`src/rtl/pipe_pkg.sv`:
```
// Shared types for the pipeline-stage buffer: occupancy state encoding and decode helper.
package pipe_pkg;

   typedef enum logic [1:0] {
      PS_EMPTY = 2'd0,
      PS_ONE   = 2'd1,
      PS_TWO   = 2'd2
   } pipe_state_e;

   function automatic logic [1:0] occ_of(input pipe_state_e s);
      logic [1:0] occ;
      case (s)
         PS_ONE:  occ = 2'd1;
         PS_TWO:  occ = 2'd2;
         default: occ = 2'd0;
      endcase
      return occ;
   endfunction

endpackage

```
`src/rtl/sat_counter.sv`:
```
// Saturating up-counter with a 0..3 increment per cycle; sticks at all-ones.
module sat_counter #(
   parameter int unsigned W = 8
) (
   input  logic         clk,
   input  logic         reset,
   input  logic [1:0]   inc,
   output logic [W-1:0] count
);

   localparam logic [W+1:0] MaxCount = {2'b00, {W{1'b1}}};

   logic [W+1:0] sum;
   logic [W-1:0] count_d;

   assign sum = {2'b00, count} + {{W{1'b0}}, inc};

   always_comb begin
      count_d = sum[W-1:0];
      if (sum > MaxCount) begin
         count_d = MaxCount[W-1:0];
      end
   end

   always_ff @(posedge clk) begin
      if (reset) begin
         count <= '0;
      end else begin
         count <= count_d;
      end
   end

endmodule

```
`src/rtl/pipe_stage_buf.sv`:
```
// Reusable CPU pipeline-stage register: valid/ready handshake, optional 2-entry skid,
// stall hold, and flush that inserts a NOP bubble and counts discarded beats.
module pipe_stage_buf
   import pipe_pkg::*;
#(
   parameter int unsigned          DATA_W    = 64,
   parameter logic [DATA_W-1:0]    NOP_VALUE = '0,
   parameter int unsigned          SKID      = 1,
   parameter int unsigned          CNT_W     = 8
) (
   input  logic              clk,
   input  logic              reset,
   input  logic              in_valid,
   output logic              in_ready,
   input  logic [DATA_W-1:0] in_data,
   output logic              out_valid,
   input  logic              out_ready,
   output logic [DATA_W-1:0] out_data,
   input  logic              stall,
   input  logic              flush,
   output logic [1:0]        occupancy,
   output logic [CNT_W-1:0]  drop_cnt
);

   pipe_state_e       state_q, state_d;
   logic [DATA_W-1:0] main_q, main_d;
   logic [DATA_W-1:0] skid_q, skid_d;
   logic              accept, push, pop;
   logic [1:0]        drop_inc;

   assign out_valid = (state_q != PS_EMPTY);
   assign out_data  = out_valid ? main_q : NOP_VALUE;
   assign occupancy = occ_of(state_q);

   generate
      if (SKID != 0) begin : g_skid
         // Registered ready: depends only on state, never on out_ready/stall.
         assign in_ready = (state_q != PS_TWO);
      end else begin : g_no_skid
         assign in_ready = !out_valid || (out_ready && !stall);
      end
   endgenerate

   assign accept = in_valid && in_ready;
   assign push   = accept && !flush;
   assign pop    = out_valid && out_ready && !stall;

   always_comb begin
      state_d = state_q;
      main_d  = main_q;
      skid_d  = skid_q;
      if (flush) begin
         state_d = PS_EMPTY;
         main_d  = NOP_VALUE;
         skid_d  = NOP_VALUE;
      end else begin
         unique case (state_q)
            PS_EMPTY: begin
               if (push) begin
                  state_d = PS_ONE;
                  main_d  = in_data;
               end
            end
            PS_ONE: begin
               if (push && pop) begin
                  main_d = in_data;
               end else if (push) begin
                  state_d = PS_TWO;
                  skid_d  = in_data;
               end else if (pop) begin
                  state_d = PS_EMPTY;
               end
            end
            PS_TWO: begin
               if (pop) begin
                  state_d = PS_ONE;
                  main_d  = skid_q;
                  skid_d  = NOP_VALUE;
               end
            end
            default: state_d = PS_EMPTY;
         endcase
      end
   end

   always_ff @(posedge clk) begin
      if (reset) begin
         state_q <= PS_EMPTY;
         main_q  <= NOP_VALUE;
         skid_q  <= NOP_VALUE;
      end else begin
         state_q <= state_d;
         main_q  <= main_d;
         skid_q  <= skid_d;
      end
   end

   // A beat popped during flush still went downstream, so it is not a drop.
   always_comb begin
      drop_inc = 2'd0;
      if (flush) begin
         drop_inc = occupancy + {1'b0, accept} - {1'b0, pop};
      end
   end

   sat_counter #(
      .W (CNT_W)
   ) u_drop_cnt (
      .clk   (clk),
      .reset (reset),
      .inc   (drop_inc),
      .count (drop_cnt)
   );

endmodule

```
`config.mk`:
```
export PLATFORM = sky130hd
export DESIGN_NAME = pipe_stage_buf
export DESIGN_NICKNAME = d
export VERILOG_FILES = /design/src/rtl/pipe_pkg.sv /design/src/rtl/sat_counter.sv /design/src/rtl/pipe_stage_buf.sv
export SDC_FILE = /design/constraint.sdc
export NUM_CORES = 1
export LEC_CHECK = 0
export BUFFER_PORTS_ARGS = -buffer_cell sky130_fd_sc_hd__clkbuf_2
export CELL_PAD_IN_SITES_DETAIL_PLACEMENT = 1
export CELL_PAD_IN_SITES_GLOBAL_PLACEMENT = 1
export CORE_ASPECT_RATIO = 1.1
export CORE_MARGIN = 3
export CORE_UTILIZATION = 30
export CTS_CLUSTER_SIZE = 16
export DETAILED_ROUTE_END_ITERATION = 6
export HOLD_SLACK_MARGIN = 0.02
export PLACE_DENSITY = 0.7
export SETUP_SLACK_MARGIN = 0.15
export SYNTH_ARGS = -nofsm -noshare
export SYNTH_HDL_FRONTEND = slang
export SYNTH_SLANG_ARGS = --single-unit
```
`constraint.sdc`:
```
create_clock -name clk -period 3.55 [get_ports clk]
set_clock_uncertainty 0.2 [all_clocks]
set_input_delay 0.5325 -clock clk [delete_from_list [all_inputs] [get_ports clk]]
set_output_delay 0.5325 -clock clk [all_outputs]
set_load 0.05 [all_outputs]
```
==> impl_metrics.yaml <==
placement:
  io_buffers: 145
  post_dp_cell_area_um2: 8410
  gp_congestion: 0.747
  dp_hpwl_mm: 13.8
yosys:
  yosysTopAreaCell: "dfxtp_1"
  synth_area_per_cell_um2: 10.1
  yosysMostFrequentCell: "dfxtp_1"
  yosys.area_share.simple_pct: 12.6
  synth_compound_area_share_pct: 33.4
  synthAdderAreaFrac_pct: 0.754
  synth.distinct_cells: 45
  synth-xor-area-share_pct: 0
  synth_top_family_by_area: "compound AO/OA/AOI/OAI gates"
  synth-edff-count: 0
  yosysSeqAreaShare_pct: 36.2
  synth_seq_cells: 138
  async_reset_ff_share_pct: 0
  synth_fp_nets: 828
  synth_top_cells_by_count: "dfxtp_1 (138), a21oi_1 (69), mux2i_1 (66), nand3_1 (66), and2_1 (65)"
  yosys-mux-area-fraction_pct: 8.80
  synthesis.area_um2: 7640
  ys_warn_count: 0
  synth_area_leaders: "dfxtp_1 (36%), a2111oi_2 (9.8%), mux2i_1 (8.7%)"
  synth_ff_type: "dfxtp_1"
  postSynthCellCount: 754
  synth_top_area_share_pct: 36.2
final_layout:
  post-route-util_pct: 36.2
  final_cell_area_um2: 8960
  multi_input_area_um2: 4320
  seq_area_um2: 2760
  drive_gt1_share_pct: 35.9
  syn_to_final_growth_pct: 17.3
  fillers: 2828
  nNetsFinal: 905
worst_setup_path:
  critPathTopFamily: "simple AND/OR/NAND/NOR gates"
  critPathMaxStageDelay_ns: 0.67
  startpoint_type: "flop"
  cp_max_fo: 40
  worst-setup-path-type: "flop to output port"
  cp_slowest_cell: "dfxtp_1"
  crit_path_end_kind: "output port"
  cp_cell_sequence: "or2_2 > buf_12 > and2_1 > clkbuf_2"
  crit_required_ns: 2.82
  crit_buf_inv: 2
  arrival_ns: 2.35
clock_network:
  hold_buffers: 0
  ctsResizeCount: 0
  path_clk_slew_ns: 0.06
  h-tree-depth: 4
  tritoncts: "yes"
  numClockSinks: 138
  numCtsBuffers: 17
  cts-root-buf: "clkbuf_16"
  postCtsSetupRepairBufs: 0
  clk_latency_ns: 0.42
  cts_max_path_buffers: 2
die:
  rows: 60
  num_io_pins: 146
  die_w_um: 158
  dieArea_um2: 27400
  coreArea_um2: 24800
  die_h_um: 173
  initial_utilization_pct: 30.8
detailed_routing:
  ant_nets: 0
  wirelength_mm: 23.4
  drt-initial-drc-count: 319
  routed_via_density: 5.57
  post-route-drc-count: 0
  drt-pass1-iter-count: 4
  vias: 6432
  wire_per_inst_um: 20.3
global_routing:
  antenna_found_initial: 1
  grt_max_degree: 130
  grt_pass1_vias: 6831
  grt_pass1_wl_mm: 38.1
  grt_use_total_pct: 17.1
  grt.overflow.total: 0
pwr:
  ir_worst_vdd_mv: 0.261
  power_leakage_uw: 0.00356
  power_density_nw_per_um2: 428
sta:
  rsz0062_at_grt: "false"
  fin_tns_setup_ns: 0
  slew_violations: 0
  hold_viol_final: 0
  setup_violations: 0
  timing.fmax_mhz: 324
  min_period_ns: 3.09
  post-route-period-util_pct: 87.0
  relSlewSlack_pct: 25.2
  tightest_slew_ns: 1.12
worst_hold_path:
  min_path_type: "input port to flop"
flow_run:
  drv_cap: 0
run_status:
  outcome: "finished, final reports clean"
## final cells by class
cell class                      count  share of cell area, %
Tap cell                          310                   4.33
Inverter                            4                  0.168
Multi-Input combinational cell    507                   48.3
Clock inverter                      7                  0.754
Clock buffer                       25                   5.31
Sequential cell                   138                   30.8
Timing Repair Buffer              163                   10.3
Antenna cell                        1                 0.0279
## power by group
part	total, uW	leakage [uW]	switching (uW)	internal [uW]
Sequential	1620	0.00112	28.7	1590
Combinational	531	0.00218	341	190
Clock	1680	0.000269	684	1000
## sequential cells by signal (all words and copies together), names as in the netlist
signal            cells
skid_q               64
u_drop_cnt.count      8
main_q               64
state_q               2
## final timing paths
kind | start | endpoint | slack (ns) | cells after the start
min | in_data[8] | skid_q[8] | 0.16 | 3
min reg2reg | skid_q[12] | skid_q[12] | 0.29 | 2
max | state_q[0] | out_data[1] | 0.46 | 4
max reg2reg | state_q[0] | u_drop_cnt.count[4] | 0.62 | 8
## tightest hold or removal path, cell delays in order
cell	delay, ns
clkbuf_2	0.09
nand3_1	0.06
a21oi_1	0.05
## through the flow
step / instances / hold WS (ns) / worst slack [ns] / total power (uW)
after detailed placement: 1122 / 0.284 / 0.391 / 2190
after CTS: 1154 / 0.141 / 0.370 / 3880
after floorplan: 754 / 0.268 / 0.404 / 2040
after global routing: 1155 / 0.155 / 0.228 / 4000
after global placement: 1122 / 0.274 / 0.510 / 2180
final: 1155 / 0.162 / 0.463 / 3830
## per-layer routing
layer / global-route usage, % / share of wire [%]
met5: 0 / 0
met4: 5.67 / 1.7
met3: 2.60 / 3.0
met2: 28.9 / 48
met1: 22.3 / 47
## cell families after synthesis
family / count (synthesis)
AOI/OAI and AO/OA: 278
and+or+nand+nor: 158
DFF: 138
buffers and inverters: 109
muxes: 67
adders and majority gates: 4
## cells in the final DEF (no fill, tap or decap), types with 3 or more instances in the layout
master	Yosys	layout
ha_1	3	3
and2_1	65	65
clkinv_2	0	4
a211oi_2	50	50
a211oi_1	16	16
nor2_1	3	3
buf_12	0	5
a2111oi_0	15	15
clkbuf_16	0	17
dfxtp_1	138	138
a21oi_1	69	69
nand3_1	66	66
nor2b_1	3	3
a2111oi_2	50	50
inv_1	3	3
clkbuf_2	0	145
clkbuf_1	29	6
buf_4	5	13
a31oi_1	5	5
mux2i_1	66	66
o211ai_1	64	64
(Power assumes the default switching activity.)
